[src/rtl/sevenseg_pkg.sv]
// Shared constants and glyph table for the seven-segment decoder.
// Optional feature macro: SEVENSEG_HEX_DIGITS_EN (codes 10-15 show A,b,C,d,E,F).
// All patterns here are active-low: bit = 0 means the segment is lit.
package sevenseg_pkg;

  localparam logic [6:0] SEG_OFF = 7'h7F;
  localparam logic [6:0] SEG_ALL = 7'h00;

  // Index 15 is the leftmost entry and index 0 the rightmost entry.
`ifdef SEVENSEG_HEX_DIGITS_EN
  localparam logic [15:0][6:0] GLYPH_TABLE = {
    7'h0E, 7'h06, 7'h21, 7'h46, 7'h03, 7'h08,
    7'h10, 7'h00, 7'h78, 7'h02, 7'h12, 7'h19, 7'h30, 7'h24, 7'h79, 7'h40
  };
`else
  localparam logic [15:0][6:0] GLYPH_TABLE = {
    SEG_OFF, SEG_OFF, SEG_OFF, SEG_OFF, SEG_OFF, SEG_OFF,
    7'h10, 7'h00, 7'h78, 7'h02, 7'h12, 7'h19, 7'h30, 7'h24, 7'h79, 7'h40
  };
`endif

  // Active-low pattern for one 4-bit code; every code maps to a full glyph or blank.
  function automatic logic [6:0] glyph(input logic [3:0] d);
    return GLYPH_TABLE[d];
  endfunction

endpackage

[src/rtl/sevenseg_glyph_rom.sv]
// Combinational code-to-segment lookup, presented in the display's polarity.
// Honours SEVENSEG_HEX_DIGITS_EN through the shared glyph table.
module sevenseg_glyph_rom
  import sevenseg_pkg::*;
#(
  parameter bit ACTIVE_LOW = 1'b1
) (
  input  logic [3:0] bcd,
  output logic [6:0] pattern
);

  // Table is stored active-low; invert for active-high displays.
  always_comb begin
    pattern = glyph(bcd);
    if (!ACTIVE_LOW) pattern = ~glyph(bcd);
  end

endmodule

[src/rtl/sevenseg_decoder.sv]
// Registered BCD to seven-segment decoder for one HEX display.
// Priority: lamp_test, then blank, then decoded digit; one clock of latency.
// Optional feature macro: SEVENSEG_HEX_DIGITS_EN (hex glyphs for 10-15, else blank).
module sevenseg_decoder
  import sevenseg_pkg::*;
#(
  parameter bit ACTIVE_LOW = 1'b1
) (
  input  logic       clk,
  input  logic       rst,
  input  logic [3:0] bcd,
  input  logic       blank,
  input  logic       lamp_test,
  output logic [6:0] seg
);

  localparam logic [6:0] OFF_PAT = ACTIVE_LOW ? SEG_OFF : ~SEG_OFF;
  localparam logic [6:0] ALL_PAT = ACTIVE_LOW ? SEG_ALL : ~SEG_ALL;

  logic [6:0] glyph_p0;
  logic [6:0] seg_p0;
  logic [6:0] seg_p1;

  sevenseg_glyph_rom #(
    .ACTIVE_LOW(ACTIVE_LOW)
  ) u_rom (
    .bcd    (bcd),
    .pattern(glyph_p0)
  );

  // Stage p0: priority select between lamp test, blanking and the decoded glyph.
  always_comb begin
    seg_p0 = glyph_p0;
    if (lamp_test)  seg_p0 = ALL_PAT;
    else if (blank) seg_p0 = OFF_PAT;
  end

  // Stage p1: output register keeps segment lines glitch-free; reset blanks the display.
  always_ff @(posedge clk or posedge rst) begin
    if (rst) seg_p1 <= OFF_PAT;
    else     seg_p1 <= seg_p0;
  end

  assign seg = seg_p1;

endmodule

[config.mk]
export PLATFORM = sky130hd
export DESIGN_NAME = sevenseg_decoder
export DESIGN_NICKNAME = d
export VERILOG_FILES = /design/src/rtl/sevenseg_pkg.sv /design/src/rtl/sevenseg_glyph_rom.sv /design/src/rtl/sevenseg_decoder.sv
export SDC_FILE = /design/constraint.sdc
export NUM_CORES = 1
export LEC_CHECK = 0
export CAP_MARGIN = 15
export CELL_PAD_IN_SITES_DETAIL_PLACEMENT = 0
export CELL_PAD_IN_SITES_GLOBAL_PLACEMENT = 1
export CORE_UTILIZATION = 30
export CTS_BUF_LIST = sky130_fd_sc_hd__clkbuf_8
export DETAILED_ROUTE_END_ITERATION = 8
export GPL_ROUTABILITY_DRIVEN = 0
export HOLD_SLACK_MARGIN = 0.05
export PLACE_DENSITY = 0.82
export SLEW_MARGIN = 5
export SYNTH_ARGS = -nofsm -noshare
export SYNTH_HDL_FRONTEND = slang
export SYNTH_SLANG_ARGS = --single-unit
[constraint.sdc]
create_clock -name clk -period 0.9 [get_ports clk]
set_input_delay 0.09 -clock clk [delete_from_list [all_inputs] [get_ports clk]]
set_output_delay 0.09 -clock clk [all_outputs]
set_load 0.02 [all_outputs]
==> results_dict.tcl, run 1 <==
set metrics [dict create \
    path_max_fanout 1 \
    yosysTopAreaCellShare_pct 43.36 \
    hpwl_um 655 \
    start_util_pct 32.60 \
    yosys_warnings 0 \
    cp.required_ps 810 \
    top_layer_used "met4" \
    failed_checks "negative setup slack" \
    routed_wl_um 893 \
    drive_gt1_share_pct 56.92 \
    die_area_um2 1568 \
    met3_length_um 57 \
    fin_tns_setup_ps -232.0 \
    synth_xor_area_share_pct 2.065 \
    final_util_pct 58.27 \
    criticalPathCategory "reg2out" \
    cts_sinks 7 \
    grt_usage_pct 13.90 \
    setup_viol 7 \
    largest_reg_flops 7 \
    p_seq_share_pct 35.0 \
    cts_buffers 3 \
    dpl_worst_slack_ps -531.2 \
    nNetsFinal 79 \
    rows 13 \
    synth_cells 39 \
    cp-startpoint "seg[6]" \
    synthSimpleGateAreaFrac_pct 16.52 \
    numPortBuffers 14 \
    worst_pin_slew_ps 227.3 \
    slew_headroom_pct 84.64 \
    synth_compound_area_share_pct 14.16 \
    fmax_mhz 1063 \
    synth.mux.area_fraction_pct 4.720 \
    p_clk_share_pct 39.0 \
    yosysUniqueCellTypes 20 \
    synth.avg_cell_area_um2 10.88 \
    dpl_cell_area_um2 635.6 \
    cts-root-buf "clkbuf_8" \
    status "finished with violations" \
    pwr_density_cell_nw_per_um2 1389 \
    path_buf_inv 1 \
    synthAdderAreaFrac_pct 14.75 \
    grt_pass1_wl_um 1449 \
    power.total_mw 1.053 \
    critPathLaunchType "flip-flop" \
    period_minus_slack_ps 940.8 \
    synth_area_um2 424.2 \
    ir_worst_vdd_mv 0.5226 \
    end_kind "output port" \
    wl_met1_um 341 \
    internal_power_mw 0.7970 \
    vias 376 \
    yosysSeqAreaShare_pct 43.36 \
    pwr-share-comb_pct 26.0 \
    power.share.switching_pct 24.31 \
    die_h_um 39.60 \
    grt_max_degree 11 \
    path_cells "buf_6" \
    finalHoldViolations 0 \
    clock_path_buffers 2 \
    met2_length_um 469 \
    crit_arrival_ps 850 \
    gr-total-overflow 0 \
    yosys.area.top_type "dfstp_2" \
    final_max_slew_viol_count 0 \
    p_leak_nw 0.3554 \
    cts_tree "built" \
    fin_area_um2 758.2 \
    maxCapViolations 0 \
    core_area_um2 1301 \
    cpMaxStageDelayCell "dfstp_2" \
    vias_per_cell 4.700 \
    die_w_um 39.60 \
    fin_ws_ps -40.76 \
    ys_seq_elements 7 \
    p_switching_mw 0.2560 \
    htreeDepth 1 \
    netlist_top_cells_area "dfstp_2 43%, ha_1 15%, a211oi_1 5.3%" \
    path_clk_slew_ps 40 \
    route.detailed.wl_per_inst_um 11.16 \
    ioPinCount 15 \
    areaGrowthSynthToFinish_pct 78.76 \
    synth_fp_nets 52 \
    first_pass_iters 2 \
    grt_pass1_vias 365 \
    antenna_found_initial 0 \
    critPathMaxStageDelay_ps 520 \
    crit_family "flip-flops" \
    synth_top_family_by_area "simple AND/OR/NAND/NOR gates" \
    hp-class "in2async" \
    rsz0062_at_grt "yes" \
    drtIter0Drc 3 \
    finalCritPeriodShare_pct 104.5 \
    drc 0 \
    ant_nets 0 \
    antennaDiodeCount 0 \
]
power groups by stage:
stage | clock, mW | sequential (mW) | combinational [mW]
finish | 0.411 | 0.368 | 0.274
global route | 0.444 | 0.370 | 0.300
CTS | 0.424 | 0.369 | 0.243
detailed placement | 0 | 0.366 | 0.232
global placement | 0 | 0.365 | 0.231
floorplan | 0 | 0.401 | 0.0719
routing by layer:
layer	GRT usage, %	vias up
met1	15.38	169
met4	7.759	0
met3	1.705	2
met2	25.00	16
li1	-	189
met5	0	-
cell type report:
cell class                 count  area (µm²)
tap                           15       18.77
timing repair buffer          23       221.5
inverter                       3       11.26
clock inverter                 1       3.754
multi-input combinational     28       277.8
fill                         122       543.0
sequential                     7       183.9
clock buffer                   3       41.29
per-stage QoR:
step	hold WS (ps)	std cells
after global placement	554.9	75
after global routing	381.1	80
after detailed placement	581.6	75
after floorplan	110.9	39
final	327.2	80
after CTS	345.1	79
worst paths after layout:
check / to / slack, ps / cells past startpoint
min in group clk: seg[6] / 340 / 4
min: seg[4] / 330 / 2
max: seg[6] / -40 / 1
max in group asynchronous: seg[1] / 550 / 2
cells by family (layout without fill, tap and decap cells):
kind of cell             count (synthesis)  in the layout
adder cells (fa/ha/maj)                  5              5
buffers and inverters                    4             30
multiplexers                             2              2
flip-flops                               7              7
XOR/XNOR                                 1              1
AND/OR/NAND/NOR                         11             11
AO/OA/AOI/OAI                            9              9
synthesized netlist by cell type:
master    instances
nor2_1            1
dfstp_2           7
and2b_1           1
nand2b_1          1
a21oi_1           2
ha_1              5
inv_1             3
mux2i_1           2
xor2_1            1
a211oi_1          3
nand2_1           1
a31o_1            1
nor4bb_1          2
nor3_1            2
nor2b_1           2
o21ai_0           1
nor2_2            1
o21ai_1           1
a221oi_1          1
buf_4             1
layout by cell type, fill, tap and decap left out, drive strengths merged:
master         count
nor3               2
buf               16
and2b              1
a31o               1
a221oi             1
xor2               1
o21ai              2
inv                4
mux2i              2
clkdlybuf4s50      2
clkbuf             4
a21oi              2
nor2               2
a211oi             3
ha                 5
nor4bb             2
dlygate4sd2        3
nand2              1
nand2b             1
dlymetal6s2s       1
dfstp              7
nor2b              2
what timing repair did:
item / 4_1_cts / 5_1_grt
pin swaps: 2 / 4
cloned: 0 / 1
hold buffers: 0 / 0
endpoints found under the setup margin: 14 / 12
buffers inserted: 0 / 0
resized for setup: 53 / 14
(Power assumes the default switching activity.)
==> run 2, diff against run 1 <==
--- a/config.mk
+++ b/config.mk
@@ -13,7 +13,7 @@
 export DETAILED_ROUTE_END_ITERATION = 8
 export GPL_ROUTABILITY_DRIVEN = 0
 export HOLD_SLACK_MARGIN = 0.05
-export PLACE_DENSITY = 0.82
+export PLACE_DENSITY = 0.85
 export SLEW_MARGIN = 5
 export SYNTH_ARGS = -nofsm -noshare
 export SYNTH_HDL_FRONTEND = slang
==> constraint.sdc (replaced) <==
create_clock -name clk -period 0.8 [get_ports clk]
set_input_delay 0.08 -clock clk [delete_from_list [all_inputs] [get_ports clk]]
set_output_delay 0.08 -clock clk [all_outputs]
set_load 0.02 [all_outputs]
==> run 2 against run 1 <==
Effect of this change: the flow still finishes with violations (negative setup slack); core utilization increased by 2.5 points; largest power group unchanged; flip-flop and latch count is the same; highest routed layer unchanged; first-iteration DRC count did not move.
==> results_dict.tcl, run 2 (same netlist as run 1, synthesis figures left out) <==
set metrics [dict create \
    vias 402 \
    htreeDepth 1 \
    failed_checks "negative setup slack" \
    nNetsFinal 81 \
    drtIter0Drc 3 \
    route.detailed.wl_per_inst_um 12.43 \
    die_w_um 39.60 \
    hp-class "in2reg" \
    crit_family "flip-flops" \
    ir_worst_vdd_mv 0.5472 \
    die_area_um2 1568 \
    ioPinCount 15 \
    status "finished with violations" \
    drive_gt1_share_pct 67.16 \
    critPathMaxStageDelay_ps 520 \
    vias_per_cell 4.902 \
    grt_pass1_wl_um 1531 \
    finalHoldViolations 0 \
    cpMaxStageDelayCell "dfstp_2" \
    dpl_cell_area_um2 643.1 \
    holdWs_ps 262.3 \
    largest_reg_flops 7 \
    cts-root-buf "clkbuf_8" \
    internal_power_mw 0.8989 \
    power.share.switching_pct 25.45 \
    cts_sinks 7 \
    p_switching_mw 0.3069 \
    path_clk_slew_ps 40 \
    fmax_mhz 1073 \
    areaGrowthSynthToFinish_pct 86.43 \
    path_buf_inv 1 \
    final_max_slew_viol_count 0 \
    maxCapViolations 0 \
    path_max_fanout 1 \
    worst_pin_slew_ps 293.6 \
    setup_viol 8 \
    slew_headroom_pct 80.14 \
    numPortBuffers 14 \
    fin_ws_ps -131.9 \
    p_clk_share_pct 39.0 \
    end_kind "output port" \
    path_cells "buf_6" \
    gr-total-overflow 0 \
    pwr-share-comb_pct 26.6 \
    p_leak_nw 0.3467 \
    antennaDiodeCount 0 \
    drc 0 \
    finalCritPeriodShare_pct 116.5 \
    rsz0062_at_grt "yes" \
    fin_area_um2 790.8 \
    clock_path_buffers 2 \
    period_minus_slack_ps 931.9 \
    first_pass_iters 4 \
    pwr_density_cell_nw_per_um2 1525 \
    final_common_cell "buf_6" \
    rows 13 \
    grt_max_degree 11 \
    crit_arrival_ps 850 \
    criticalPathCategory "reg2out" \
    ant_nets 0 \
    grt_pass1_vias 403 \
    p_seq_share_pct 34.4 \
    layout_common_cells "10 x buf_6, 8 x buf_4, 7 x dfstp_2" \
    cts_buffers 3 \
    cts_tree "built" \
    critPathLaunchType "flip-flop" \
    antenna_found_initial 0 \
    start_util_pct 32.60 \
    cp.required_ps 720 \
    routed_wl_um 1019 \
    dpl_worst_slack_ps -540.9 \
    die_h_um 39.60 \
    core_area_um2 1301 \
    grt_usage_pct 15.54 \
    hold_buffers 0 \
]
[run 2: changes by cell type in the layout (fill, tap and decap cells not counted), moves of 2 or more]
| cell | delta |
|---|---|
| a211oi_1 | -2 |
| a211oi_2 | +2 |
| buf_2 | +2 |
| buf_4 | +2 |
| ha_4 | +2 |
| inv_2 | -2 |
| inv_4 | +2 |
| nor4bb_2 | +2 |
[run 2: final timing paths]
| check | depth (start not counted) | slack, ps | to | start |
|---|---|---|---|---|
| worst min-delay path | 2 | 260 | seg[6] | lamp_test |
| max in group asynchronous | 2 | 460 | seg[6] | rst |
| min in group asynchronous | 2 | 310 | seg[3] | rst |
| worst max-delay path | 1 | -130 | seg[1] | seg[1] |
[run 2: area by class of cell]
type                       instances  area [µm²]
clock buffer                       3       41.29
clock inverter                     1       3.754
fill                             121       510.5
inverter                           3       16.27
multi-input combinational         28       300.3
sequential                         7       183.9
tap                               15       18.77
timing repair buffer              25       226.5
[run 2: routing by layer]
layer / share of wire (%) / vias to the layer above / global-route usage (%)
met5: 0 / - / 0
li1: - / 193 / -
met3: 5.1 / 2 / 2.273
met2: 59 / 18 / 29.51
met4: 1.5 / 0 / 15.52
met1: 35 / 189 / 12.89
[run 2: power by group through the flow]
stage / combinational, mW / sequential, mW / clock [mW]
floorplan: 0.0807 / 0.451 / 0
global placement: 0.262 / 0.411 / 0
detailed placement: 0.264 / 0.413 / 0
CTS: 0.293 / 0.416 / 0.476
global route: 0.347 / 0.417 / 0.513
finish: 0.321 / 0.415 / 0.470
[run 2: metrics by stage]
step	std cells	TNS, ps	power, mW	utilization [%]
after floorplan	39	0	0.5314	-
after global placement	76	-5890	0.6731	49.42
after detailed placement	76	-6023	0.6777	49.42
after CTS	81	-924.1	1.185	58.27
after global routing	82	-1070	1.277	60.77
final	82	-897.8	1.206	60.77
[run 2: repair_timing]
action                     4_1_cts  5_1_grt
gates resized for setup         65       14
buffers inserted                 1        1
pin swaps                        3        2
setup endpoints to repair       14       13
cloned                           0        0
==> run 3, diff against run 2 <==
--- a/config.mk
+++ b/config.mk
@@ -8,12 +8,12 @@
 export CAP_MARGIN = 15
 export CELL_PAD_IN_SITES_DETAIL_PLACEMENT = 0
 export CELL_PAD_IN_SITES_GLOBAL_PLACEMENT = 1
-export CORE_UTILIZATION = 30
-export CTS_BUF_LIST = sky130_fd_sc_hd__clkbuf_8
+export CORE_UTILIZATION = 28
+export CTS_BUF_LIST = sky130_fd_sc_hd__clkbuf_16
 export DETAILED_ROUTE_END_ITERATION = 8
 export GPL_ROUTABILITY_DRIVEN = 0
 export HOLD_SLACK_MARGIN = 0.05
-export PLACE_DENSITY = 0.85
+export PLACE_DENSITY = 0.8
 export SLEW_MARGIN = 5
 export SYNTH_ARGS = -nofsm -noshare
 export SYNTH_HDL_FRONTEND = slang
==> run 3 against run 2 <==
Effect of this change: the flow still finishes with violations (negative setup slack); worst setup slack worse by 6.7 ps; global-route usage up 0.23 points; sequential share of layout area up 0.11 points; flip-flop and latch count unchanged; sequential power about the same; critical path depth unchanged; wire length down 5.8%; worst hold slack worse by 39 ps; non-clock buffer count down 1; fmax down 0.72%; critical path type unchanged.
==> results_dict.tcl, run 3 (same netlist as run 1, synthesis figures left out) <==
set metrics [dict create \
    layout_common_cells "9 x buf_6, 8 x buf_4, 7 x dfstp_2" \
    hpwl_um 718.2 \
    route.detailed.wl_per_inst_um 11.85 \
    failed_checks "negative setup slack" \
    worst_pin_slew_ps 229.9 \
    critPathLaunchType "flip-flop" \
    path_clk_slew_ps 30 \
    crit_arrival_ps 860 \
    cts_buffers 3 \
    largest_reg_flops 7 \
    cts_tree "built" \
    hp-class "in2reg" \
    path_cells "buf_6" \
    criticalPathCategory "reg2out" \
    clock_path_buffers 2 \
    rows 13 \
    critPathMaxStageDelay_ps 520 \
    vias 382 \
    die_h_um 40.92 \
    fin_ws_ps -138.6 \
    slew_headroom_pct 84.47 \
    cp.required_ps 720 \
    ir_worst_vdd_mv 0.7959 \
    finalHoldViolations 0 \
    first_pass_iters 2 \
    routed_wl_um 960 \
    ioPinCount 15 \
    crit_family "flip-flops" \
    period_minus_slack_ps 938.6 \
    dpl_cell_area_um2 643.1 \
    die_w_um 40.92 \
    htreeDepth 1 \
    final_common_cell "buf_6" \
    vias_per_cell 4.716 \
    numPortBuffers 14 \
    fin_tns_setup_ps -924.7 \
    nNetsFinal 80 \
    rsz0062_at_grt "yes" \
    holdWs_ps 223.2 \
    core_area_um2 1350 \
    die_area_um2 1674 \
    p_leak_nw 0.3594 \
    path_max_fanout 1 \
    drive_gt1_share_pct 60.61 \
    drc 0 \
    ant_nets 0 \
    areaGrowthSynthToFinish_pct 85.55 \
    cts_sinks 7 \
    cts-root-buf "clkbuf_16" \
    power.total_mw 1.538 \
    status "finished with violations" \
    antennaDiodeCount 0 \
    grt_pass1_vias 366 \
    gr-total-overflow 0 \
    fin_area_um2 787.0 \
    grt_pass1_wl_um 1642 \
    maxCapViolations 0 \
    pwr_density_cell_nw_per_um2 1954 \
    dpl_worst_slack_ps -584.4 \
    grt_usage_pct 15.77 \
    path_buf_inv 1 \
    fmax_mhz 1065 \
    cpMaxStageDelayCell "dfstp_2" \
    final_max_slew_viol_count 0 \
    drtIter0Drc 3 \
    start_util_pct 31.42 \
    finalCritPeriodShare_pct 117.3 \
    end_kind "output port" \
    setup_viol 7 \
    grt_max_degree 8 \
    antenna_found_initial 0 \
]
-- run 3: cell count changes in the layout (fill, tap and decap cells not counted), sizes merged --
cell | before | now
buf | 20 | 19
-- run 3: worst paths after layout --
check	cells past startpoint	from	slack, ps	endpoint
min in group asynchronous	2	rst	320	seg[4]
min	2	lamp_test	220	seg[6]
max in group asynchronous	2	rst	460	seg[0]
max	1	seg[6]	-140	seg[6]
-- run 3: layout make-up --
class,instances,area [µm²]
multi-input cells,28,280.3
clock inverters,1,3.754
well taps,15,18.77
fillers,128,563.0
inverters,3,11.26
flip-flops and latches,7,183.9
repair buffers,24,214.0
clock buffers,3,75.07
-- run 3: per-layer routing --
layer  track usage, %  wire length (µm)  up-vias
li1                 -                 -      195
met1            17.76               440      172
met2            26.56               475       13
met3            3.261                31        2
met4            10.00                13        0
met5                0                 0        -
-- run 3: per-stage QoR --
step	cells	util (%)
floorplan	39	-
global placement	76	47.64
detailed placement	76	47.64
CTS	81	57.74
global route	81	58.29
finish	81	58.29
-- run 3: power breakdown --
part | switching, mW | internal [mW]
clock | 0.174 | 0.648
sequential | 0.0124 | 0.403
combinational | 0.142 | 0.158
-- run 3: repair_timing --
item,4_1_cts,5_1_grt
gates resized for setup,65,7
endpoints found under the setup margin,14,12
pin swaps,4,2
endpoints found under the hold margin,0,0
hold buffers,0,0
setup buffers,0,0
gates cloned,1,0
